===== src/rtl/bar_symbol_assembler.sv =====
// Bar width classifier and 2-of-5 symbol packer for the bar code reader front-end.
// Define SCAN_FILTER_EN to add a 2-flop synchronizer and 3-sample majority glitch filter on scan.
module bar_symbol_assembler #(
  parameter int unsigned CNT_W      = 8,
  parameter int unsigned NARROW_MAX = 5,
  parameter int unsigned QUIET_CYC  = 64,
  parameter int unsigned MAX_BAR    = 200
) (
  input  logic       clock,
  input  logic       reset,
  input  logic       scan,
  output logic [4:0] I,
  output logic       I_valid,
  output logic       I_err
);

  localparam logic [1:0] ST_IDLE  = 2'd0;
  localparam logic [1:0] ST_SPACE = 2'd1;
  localparam logic [1:0] ST_BAR   = 2'd2;

  localparam logic [CNT_W-1:0] CNT_ONE  = CNT_W'(1);
  localparam logic [CNT_W-1:0] CNT_SAT  = '1;
  localparam logic [CNT_W-1:0] QUIET_C  = CNT_W'(QUIET_CYC);
  localparam logic [CNT_W-1:0] NARROW_C = CNT_W'(NARROW_MAX);
  localparam logic [CNT_W-1:0] MAXBAR_C = CNT_W'(MAX_BAR);

  logic             scan_s_d, scan_s_q, scan_p_q;
  logic             rise, fall;
  logic [1:0]       state_d, state_q;
  logic [CNT_W-1:0] cnt_d, cnt_q, cnt_inc;
  logic [2:0]       bits_d, bits_q;
  logic [3:0]       sh_d, sh_q;
  logic [4:0]       sym_d, sym_q;
  logic             valid_d, valid_q;
  logic             err_d, err_q;
  logic             bar_bit;

`ifdef SCAN_FILTER_EN
  // sync_q[1:0] is the synchronizer; sync_q[3:1] is the majority window.
  logic [3:0] sync_q;

  always_ff @(posedge clock or posedge reset) begin
    if (reset) begin
      sync_q <= '0;
    end else begin
      sync_q <= {sync_q[2:0], scan};
    end
  end

  always_comb begin
    scan_s_d = (sync_q[1] & sync_q[2]) | (sync_q[1] & sync_q[3]) | (sync_q[2] & sync_q[3]);
  end
`else
  always_comb begin
    scan_s_d = scan;
  end
`endif

  always_ff @(posedge clock or posedge reset) begin
    if (reset) begin
      scan_s_q <= 1'b0;
      scan_p_q <= 1'b0;
    end else begin
      scan_s_q <= scan_s_d;
      scan_p_q <= scan_s_q;
    end
  end

  assign rise    = scan_s_q & ~scan_p_q;
  assign fall    = ~scan_s_q & scan_p_q;
  assign cnt_inc = (cnt_q == CNT_SAT) ? cnt_q : cnt_q + CNT_ONE;
  assign bar_bit = (cnt_q > NARROW_C);

  always_comb begin
    state_d = state_q;
    cnt_d   = cnt_q;
    bits_d  = bits_q;
    sh_d    = sh_q;
    sym_d   = sym_q;
    valid_d = 1'b0;
    err_d   = 1'b0;
    case (state_q)
      ST_IDLE: begin
        if (!scan_s_q) begin
          state_d = ST_SPACE;
          cnt_d   = CNT_ONE;
          bits_d  = '0;
        end
      end
      ST_SPACE: begin
        // A rising edge wins over a coincident quiet-zone timeout.
        if (rise) begin
          state_d = ST_BAR;
          cnt_d   = CNT_ONE;
        end else if (!scan_s_q && (cnt_q < QUIET_C)) begin
          cnt_d = cnt_inc;
          if ((cnt_inc == QUIET_C) && (bits_q != 3'd0)) begin
            err_d  = 1'b1;
            bits_d = '0;
          end
        end
      end
      ST_BAR: begin
        if (fall) begin
          state_d = ST_SPACE;
          cnt_d   = CNT_ONE;
          if (bits_q == 3'd4) begin
            sym_d   = {sh_q, bar_bit};
            valid_d = 1'b1;
            err_d   = ($countones({sh_q, bar_bit}) != 2);
            bits_d  = '0;
          end else begin
            sh_d   = {sh_q[2:0], bar_bit};
            bits_d = bits_q + 3'd1;
          end
        end else if (cnt_inc == MAXBAR_C) begin
          // Sensor stuck dark: abandon the symbol and wait for light.
          err_d   = 1'b1;
          bits_d  = '0;
          cnt_d   = '0;
          state_d = ST_IDLE;
        end else begin
          cnt_d = cnt_inc;
        end
      end
      default: begin
        state_d = ST_IDLE;
        cnt_d   = '0;
        bits_d  = '0;
      end
    endcase
  end

  always_ff @(posedge clock or posedge reset) begin
    if (reset) begin
      state_q <= ST_IDLE;
      cnt_q   <= '0;
      bits_q  <= '0;
      sh_q    <= '0;
      sym_q   <= '0;
      valid_q <= 1'b0;
      err_q   <= 1'b0;
    end else begin
      state_q <= state_d;
      cnt_q   <= cnt_d;
      bits_q  <= bits_d;
      sh_q    <= sh_d;
      sym_q   <= sym_d;
      valid_q <= valid_d;
      err_q   <= err_d;
    end
  end

  assign I       = sym_q;
  assign I_valid = valid_q;
  assign I_err   = err_q;

endmodule

===== config.mk =====
export PLATFORM = sky130hd
export DESIGN_NAME = bar_symbol_assembler
export DESIGN_NICKNAME = d
export VERILOG_FILES = /design/src/rtl/bar_symbol_assembler.sv
export SDC_FILE = /design/constraint.sdc
export NUM_CORES = 1
export LEC_CHECK = 0
export ABC_AREA = 0
export CAP_MARGIN = 25
export CORE_MARGIN = 2
export CORE_UTILIZATION = 39
export DETAILED_ROUTE_END_ITERATION = 8
export DONT_BUFFER_PORTS = 1
export PLACE_DENSITY = 0.59
export SYNTH_ARGS = -nofsm -noshare
export SYNTH_HDL_FRONTEND = slang
export SYNTH_SLANG_ARGS = --single-unit

===== constraint.sdc =====
create_clock -name clock -period 4.5 [get_ports clock]
set_input_delay 0.675 -clock clock [delete_from_list [all_inputs] [get_ports clock]]
set_output_delay 0.675 -clock clock [all_outputs]
set_load 0.02 [all_outputs]

Yosys cells after proc, flatten, opt, wreduce, memory -nomap -nowiden
Cells that the tools add are included.
- $add $sub $neg: 6
- magnitude comparators: 2
- eq/ne operators: 14
- multiplexer cells: 30
- bitwise operators: 5
- reductions and logical operators: 10
- operators by type and width (cell ; number):
    two-way mux 8 bit ; 6
    case mux 8 bit (3 select lines) ; 1
    two-way mux 3 bit ; 7
    == test 8 bit, second input constant ; 2
    inequality test 2 bit, second input constant ; 5
    two-way mux 1 bit ; 9
    case mux 3 bit (3 select lines) ; 1
    AND reduction 3 bit ; 3
    adder 8 x 1 -> 8 bit, second input constant ; 1
    == test 8 x 7 -> 1 bit, second input constant ; 1
    > comparator 8 x 3 -> 1 bit, second input constant ; 1
    less-than comparator 8 x 7 -> 1 bit, second input constant ; 1
    two-way mux 2 bit ; 4
    inequality test 3 bit, second input constant ; 2
    case mux 2 bit (3 select lines) ; 1
    AND reduction 5 bit ; 1
    adder 1 x 1 -> 2 bit ; 2
    adder 3 x 1 -> 4 bit ; 1
    inequality test 4 x 2 -> 1 bit, second input constant ; 1
    adder 2 x 2 -> 3 bit ; 1
    adder 3 x 1 -> 3 bit, second input constant ; 1
    == test 3 bit, second input constant ; 1
    NOT 1 bit ; 3
    nonzero test 3 bit ; 1
    other kinds (8) ; 10
- register bits: 26
- input bits: 3
- output and inout bits: 7
- logic and storage cells: 76

Logic depth before layout (Yosys ltp)
Gate-level depths: netlist of the first run.
- depth after elaboration: 8
- depth in mapped cells: 10
- mapped depth without buffers: 10

Least setup slack after synthesis of the first run
No wires, ideal clock.
- path type: flip-flop to flip-flop
- start: reg cnt_q[0]
- end: reg state_q[0]
- setup time: 125 ps
- data arrival time: 2281 ps
- data required time: 4375 ps
- path slack: 2095 ps
- stages on the path, launching flop included: 9
- buffers on the path: 1
- period minus slack after synthesis: 2405 ps
- cells stage by stage: dfrtp_1 > ha_1 > buf_2 > nand3_2 > or4_4 > a32oi_4 > a21oi_1 > nor2b_1 > mux2_2
- longest elaborated chain between the ends: 5
- elaborated cells between the ends (all ways): 6
- those cells by class: add/sub: 1; eq/ne: 3; mux: 1; reduce/logical: 1
- ends and longest elaborated chain (item ; line ; RTL):
    from (decl) ; 30 ; logic [CNT_W-1:0] cnt_d, cnt_q, cnt_inc;
    from (signal assigned) ; 145 ; cnt_q <= cnt_d;
    adder 8 x 1 -> 8 bit or == test 8 bit (tied branches) ; 71 ; assign cnt_inc = (cnt_q == CNT_SAT) ? cnt_q : cnt_q + CNT_ONE;
    two-way mux 8 bit (*) ; 71 ;
    == test 8 bit (*) ; 116 ; end else if (cnt_inc == MAXBAR_C) begin
    inequality test 3 bit (no line) (*) ; - ;
    AND reduction 3 bit (no line) (*) ; - ;
    to (signal assigned) ; 144 ; state_q <= state_d;
    to (decl) ; 29 ; logic [1:0] state_d, state_q;
Every way passes the cells marked *; elsewhere a longest branch is shown, timed or not.
A chain may end at the register's enable or synchronous reset.

Final worst setup path of the first run
- start: reg cnt_q[0]
- end: reg bits_q[1]
- longest elaborated chain between the ends: 6
- elaborated cells between the ends (all ways): 12
- those cells by class: add/sub: 1; order compare: 1; eq/ne: 6; mux: 1; reduce/logical: 3
- ends and longest elaborated chain (item ; line ; RTL):
    adder 8 x 1 -> 8 bit or == test 8 bit (tied branches) ; 71 ;
    two-way mux 8 bit ; 71 ;
    == test 8 x 7 -> 1 bit ; 97 ; if ((cnt_inc == QUIET_C) && (bits_q != 3'd0)) begin
    logical AND 1 bit ; 97 ;
    inequality test 2 bit (no line) ; - ;
    AND reduction 5 bit (no line) (*) ; - ;
    to (signal assigned) ; 146 ; bits_q <= bits_d;
    to (decl) ; 31 ; logic [2:0] bits_d, bits_q;
Marks and branches as above.

==> reports/metrics.yaml, run 1 <==
ant_nets: 0
viasPerCell: 5.766
regArea_um2: 650.6
firstDrtPassIters: 4
vias: 1332
start_kind: "flop"
synth_nets: 195
syn_area_mm2: 0.001655
avgSynthCellArea_um2: 9.196
finalHoldViolations: 0
track_usage_pct: 16.17
io_pins: 10
cp_max_fo: 10
drive_above_1_share_pct: 9.945
syn_inst: 180
p_per_area_mw_per_mm2: 432.3
first_iter_violations: 80
wl_per_cell_um: 15.94
postCtsSetupBuffers: 0
clk_pin_slew_worst_paths_ns: 0.09
dp.cells: 226
fin_skew_ns: 0.001406
fin_setup_tns_ns: 0
core_area_mm2: 0.004029
die_w_um: 69.15
multiInputGateArea_um2: 913.4
final_nets: 197
cts_tree: "done"
holdWs_ns: 0.2596
grt_pass1_vias: 1354
cts-resized-gates: 0
grt_pass1_wl_um: 6389
n_fill_cell: 409
antenna_cells: 0
p_sw_mw: 0.3049
yosys_warnings: 0
cts-root-buf: "clkbuf_8"
finalWirelength_um: 3682
htreeDepth: 1
die-area_mm2: 0.004782
cp.arrival_ns: 2.92
clock_sink_count: 26
p_leak_nw: 0.7527
cp.required_ns: 4.69
fp-row-count: 23
seqPwrFrac_pct: 38.4
grt-ovfl-total: 0
end_kind: "flop"
setup_viol: 0
drc: 0
cts_buffers: 3
synthToLayoutAreaGrowth_pct: 7.559
fin_crit_sh_pct: 60.57
die-height_um: 69.15
drv_slew: 0
gp_congestion: 0.9090
fin_cells: 231
synth_cell_type_count: 45
period_needed_ns: 2.726
ys_seq_elements: 26
total_power_mw: 0.7696
worstMarginPinSlew_ns: 0.8678
hp-class: "in -> async"
hpwl_um: 2757
crit_type: "reg -> reg"
fmax_mhz: 366.9
cts_hold_buf: 0
p_clk_share_pct: 19.9
cts_buffer_depth: 2
p_int_mw: 0.4647
outcome: "finished, final reports clean"
rsz0062_at_grt: "false"
ys_seq_area_share_pct: 39.30
max_slew_margin_pct: 41.80
grt_max_degree: 27
combinationalPowerShare_pct: 41.7
antenna_found_initial: 0
placement.io_buffers: 0
maxCapViolCount: 0
initial_core_util_pct: 41.09
p_sw_share_pct: 39.62
peakVddDrop_mv: 0.1674
clk_latency_ns: 0.27
-- Yosys cell counts (all sizes together) --
| cell | n | area share, % |
|---|---|---|
| nor2 | 16 | 3.6 |
| o32a | 1 | 0.60 |
| o311ai | 2 | 1.1 |
| a211o | 1 | 0.53 |
| a311o | 1 | 0.68 |
| fa | 2 | 2.4 |
| and2 | 2 | 0.76 |
| nand2b | 1 | 0.38 |
| a21oi | 8 | 2.4 |
| mux2i | 3 | 1.8 |
| or4 | 2 | 1.1 |
| nor3 | 4 | 1.2 |
| nand3 | 10 | 3.3 |
| buf | 2 | 0.76 |
| nand2 | 15 | 3.4 |
| a22o | 1 | 0.53 |
| inv | 19 | 4.3 |
| nor2b | 3 | 1.1 |
| mux2 | 5 | 3.4 |
| o311a | 2 | 1.2 |
| o22ai | 1 | 0.38 |
| o31ai | 1 | 0.45 |
| a21boi | 2 | 0.91 |
| dfrtp | 26 | 39 |
| a32oi | 1 | 1.7 |
| and3 | 2 | 0.83 |
| a2111oi | 1 | 0.53 |
| clkbuf | 2 | 0.45 |
| a211oi | 3 | 1.7 |
| o22a | 1 | 0.53 |
| and2b | 1 | 0.45 |
| ha | 10 | 7.6 |
| o21ai | 17 | 5.1 |
| nand4 | 3 | 1.5 |
| a31oi | 3 | 1.1 |
| a21o | 2 | 0.98 |
| nand3b | 2 | 0.91 |
| o21a | 2 | 0.91 |
-- through the flow --
stage	setup slack (ns)	instance area, um2	utilization (%)
global route	1.589	1780	44.19
CTS	1.806	1753	43.51
detailed placement	1.815	1698	42.14
floorplan	2.095	1655	-
global placement	1.911	1698	42.14
finish	1.774	1780	44.19
-- sequential cells by signal, summed over array words and instances, names as in the netlist --
register / count
scan_s_q: 1
I: 5
bits_q: 3
I_err: 1
state_q: 2
scan_p_q: 1
I_valid: 1
sh_q: 4
cnt_q: 8
-- path summary, 6_finish.rpt --
check / startpoint / end / slack, ns / cells past startpoint
max: cnt_q[0] / bits_q[1] / 1.77 / 7
min: reset / sh_q[3] / 0.26 / 1
max reg2reg: cnt_q[0] / bits_q[1] / 1.77 / 7
min reg2reg: sh_q[2] / sh_q[2] / 0.52 / 2
max in group asynchronous: reset / cnt_q[3] / 3.82 / 2
min in group clock: scan / scan_s_q / 0.42 / 0
-- cell type report --
type / count / share of cell area [%]
multi-input combinational: 131 / 51.30
sequential: 26 / 36.54
tap: 50 / 3.514
timing repair buffer: 1 / 1.546
inverter: 19 / 4.006
clock buffer: 4 / 3.092
-- layout by cell type (no fill, tap or decap), types with 2 or more instances in the layout --
cell type,count
dfrtp_1,26
o21a_1,2
a211oi_1,2
mux2i_1,3
a31oi_1,3
nor3_1,4
nor2_1,16
clkbuf_8,4
o21ai_0,17
and2_1,2
o311ai_0,2
a21oi_1,8
nand2_1,15
a21boi_0,2
inv_1,19
nand3b_1,2
o311a_1,2
mux2_2,5
nand4_1,2
fa_1,2
nand3_1,9
ha_1,10
nor2b_1,3
-- power groups by stage --
stage	clock (mW)	combinational, mW	sequential (mW)
after global placement	0	0.302	0.298
after floorplan	0	0.245	0.291
after detailed placement	0	0.309	0.300
after CTS	0.157	0.313	0.295
final	0.153	0.321	0.296
after global routing	0.167	0.358	0.302
-- critical path, cell delays in order (launching register included) --
cell and delay (ns):
dfrtp_1 0.51, ha_1 0.37, nand3_2 0.18, or4_4 0.57, a32oi_4 0.23, nand4_2 0.15
a211oi_2 0.39, mux2i_1 0.25
-- cells by family (layout without fill, tap and decap cells) --
kind of cell               after synthesis  count (layout)  synth area share (%)
AOI/OAI and AO/OA                       50              50                 21.32
adders and majority gates               12              12                 9.977
buffers and inverters                   23              24                 5.518
DFF                                     26              26                 39.30
muxes                                    8               8                 5.215
and+or+nand+nor                         61              61                 18.67
-- layer usage --
metal / GRT usage (%) / wire [um]
met1: 20.30 / 1605
met2: 28.10 / 1856
met3: 2.485 / 127
met4: 5.664 / 92
met5: 0 / 0
Note: power is estimated with default switching activity, not from simulation.
==> run 2, diff against run 1 <==
PLACE_DENSITY = 0.61   (was 0.59)
clock period = 2.5 ns   (was 4.5 ns; I/O delays follow)
==> run 2 against run 1 <==
Against the previous run: routed wire length is 1.2% higher; final area is 5.1% higher; sequential share of layout area is 1.6 points lower; core utilization is 2.3 points higher; non-clock buffer count is 12 higher; clock skew is 0.0026 ns higher; critical path type unchanged; setup slack worse by 1.7 ns; highest routed layer unchanged; combinational power is 110% higher; clock power is 49% higher; hold slack worse by 0.22 ns.
==> reports/metrics.yaml, run 2 (synthesis results as in run 1) <==
outcome: "finished, final reports clean"
p_sw_share_pct: 38.92  # -0.70 points
max_slew_margin_pct: 44.05  # +2.2 points
finalWirelength_um: 3726  # +1.2%
fp-row-count: 23  # unchanged
io_pins: 10  # unchanged
hpwl_um: 2901  # +5.2%
antenna_found_initial: 0  # unchanged
cp_max_fo: 7  # -3
die_w_um: 69.15  # unchanged
viasPerCell: 5.694  # -1.2%
critPathTopFamily: "simple AND/OR/NAND/NOR gates"
setup_viol: 0  # unchanged
mostFrequentLayoutCell: "dfrtp_1"
worstMarginPinSlew_ns: 0.8182  # -0.04961 ns
clk_latency_ns: 0.26  # about the same
maxCapViolCount: 0  # unchanged
dpl_cell_area_mm2: 0.001773  # +4.4%
die-height_um: 69.15  # unchanged
htreeDepth: 1  # unchanged
slowest_delay_ns: 0.55  # -0.02 ns
first_iter_violations: 96  # +20%
firstDrtPassIters: 4  # unchanged
gp_congestion: 0.9111  # +0.23%
antenna_cells: 0  # unchanged
synthToLayoutAreaGrowth_pct: 13.08
finalHoldViolations: 0  # unchanged
grt_pass1_wl_um: 6348  # -0.64%
wl_per_cell_um: 15.40  # -3.4%
drv_slew: 0  # unchanged
hp-class: "in -> async"
die-area_mm2: 0.004782  # unchanged
grt_pass1_vias: 1408  # +4.0%
cts_buffer_depth: 2  # unchanged
drive_above_1_share_pct: 17.19  # +7.2 points
largest_register_ffs: 8  # unchanged
start_kind: "flop"
vias: 1378  # +3.5%
cp.arrival_ns: 2.57  # -0.35 ns
crit_type: "reg -> reg"
core_area_mm2: 0.004029  # unchanged
drc: 0  # unchanged
crit_slowest_cell: "or4_4"
seqPwrFrac_pct: 36.9  # -1.5 points
clock_sink_count: 26  # unchanged
peakVddDrop_mv: 0.3189  # +91%
crit_chain: "ha_4, nand3_2, or4_4, a32oi_4, a21oi_2, nor2b_1, mux2_2"
path_buf_inv: 0  # unchanged
cts-root-buf: "clkbuf_8"
cts_tree: "done"
cts_hold_buf: 0  # unchanged
grt_max_degree: 27  # unchanged
track_usage_pct: 16.14  # -0.027 points
p_leak_nw: 0.7938  # +5.5%
placement.io_buffers: 0  # unchanged
clk_pin_slew_worst_paths_ns: 0.08  # about the same
p_int_mw: 0.8797  # +89%
top_register: "cnt_q"
ant_nets: 0  # unchanged
p_sw_mw: 0.5606  # +84%
utilization_pct: 46.46  # +2.3 points
p_clk_share_pct: 15.9  # -4.0 points
final_nets: 209  # +6.1%
p_per_area_mw_per_mm2: 769.5  # +78%
combinationalPowerShare_pct: 47.3  # +5.6 points
grt-ovfl-total: 0  # unchanged
end_kind: "flop"
fin_crit_sh_pct: 96.36  # +36 points
period_needed_ns: 2.409  # -0.3168 ns
cts_buffers: 3  # unchanged
initial_core_util_pct: 41.09  # unchanged
fmax_mhz: 415.1  # +13%
fin_skew_ns: 0.004040  # +0.002634 ns
final_cell_mix: "24 x dfrtp_1, 19 x inv_1, 17 x o21ai_0, 16 x nor2_1, 15 x nand2_1"
fin_area_mm2: 0.001872  # +5.1%
cp.required_ns: 2.66  # -2.03 ns
-- run 2: changes by cell type in the layout (fill, tap and decap cells not counted), sizes merged --
cell | before | now
buf | 1 | 13
clkbuf | 4 | 3
-- run 2: cell type report --
type                            count  area (um2)
Sequential cell                    26       653.1
Multi-Input combinational cell    131       945.9
Timing Repair Buffer               13       97.59
Tap cell                           50       62.56
Fill cell                         399        2157
Inverter                           19       71.32
Clock buffer                        3       41.29
-- run 2: power groups by stage --
stage	logic, mW	clock network [mW]	registers [mW]
6_report	0.681	0.228	0.531
5_1_grt	0.761	0.251	0.539
4_1_cts	0.633	0.238	0.528
2_1_floorplan	0.440	0	0.523
3_5_place_dp	0.613	0	0.535
3_3_place_gp	0.593	0	0.529
-- run 2: path summary, 6_finish.rpt --
path / cells after the start / slack (ns) / to / startpoint
worst max register to register: 7 / 0.09 / state_q[0] / cnt_q[1]
min in group clock: 0 / 0.13 / scan_s_q / scan
worst max-delay path: 7 / 0.09 / state_q[0] / cnt_q[1]
worst min register to register: 0 / 0.51 / scan_p_q / scan_s_q
worst min-delay path: 2 / 0.04 / I[3] / reset
max in group asynchronous: 2 / 2.19 / cnt_q[0] / reset
-- run 2: worst reg2reg max path: cells and delay by family, from the launching register on --
kind            cells  cell delay [ns]
fa+ha+maj           1             0.16
compound gates      2             0.48
simple gates        3             0.86
flops               1             0.44
mux                 1             0.35
-- run 2: metal layers --
| layer | track usage (%) | wire [um] | up-vias | share of wire [%] |
|---|---|---|---|---|
| met5 | 0 | 0 | - | 0 |
| met4 | 4.357 | 28 | 0 | 0.75 |
| met3 | 2.339 | 106 | 4 | 2.8 |
| met2 | 29.38 | 1942 | 26 | 52 |
| met1 | 19.78 | 1649 | 685 | 44 |
| li1 | - | - | 663 | - |
-- run 2: through the flow --
stage                     cells  setup TNS [ns]  hold WS [ns]  worst slack [ns]  power, mW
after floorplan             180               0        0.4064           0.09470     0.9636
after global placement      236               0        0.3395            0.1505      1.122
after detailed placement    236               0        0.3481          0.006905      1.147
after CTS                   239               0       0.05332           0.02576      1.399
after global routing        242       -0.004394       0.06216         -0.003567      1.552
final                       242               0       0.04234           0.09102      1.440
-- run 2: timing repair --
action / in CTS / in global routing
pin swaps: 0 / 3
resized for setup: 2 / 5
setup buffers: 0 / 3
setup endpoints to repair: 2 / 4
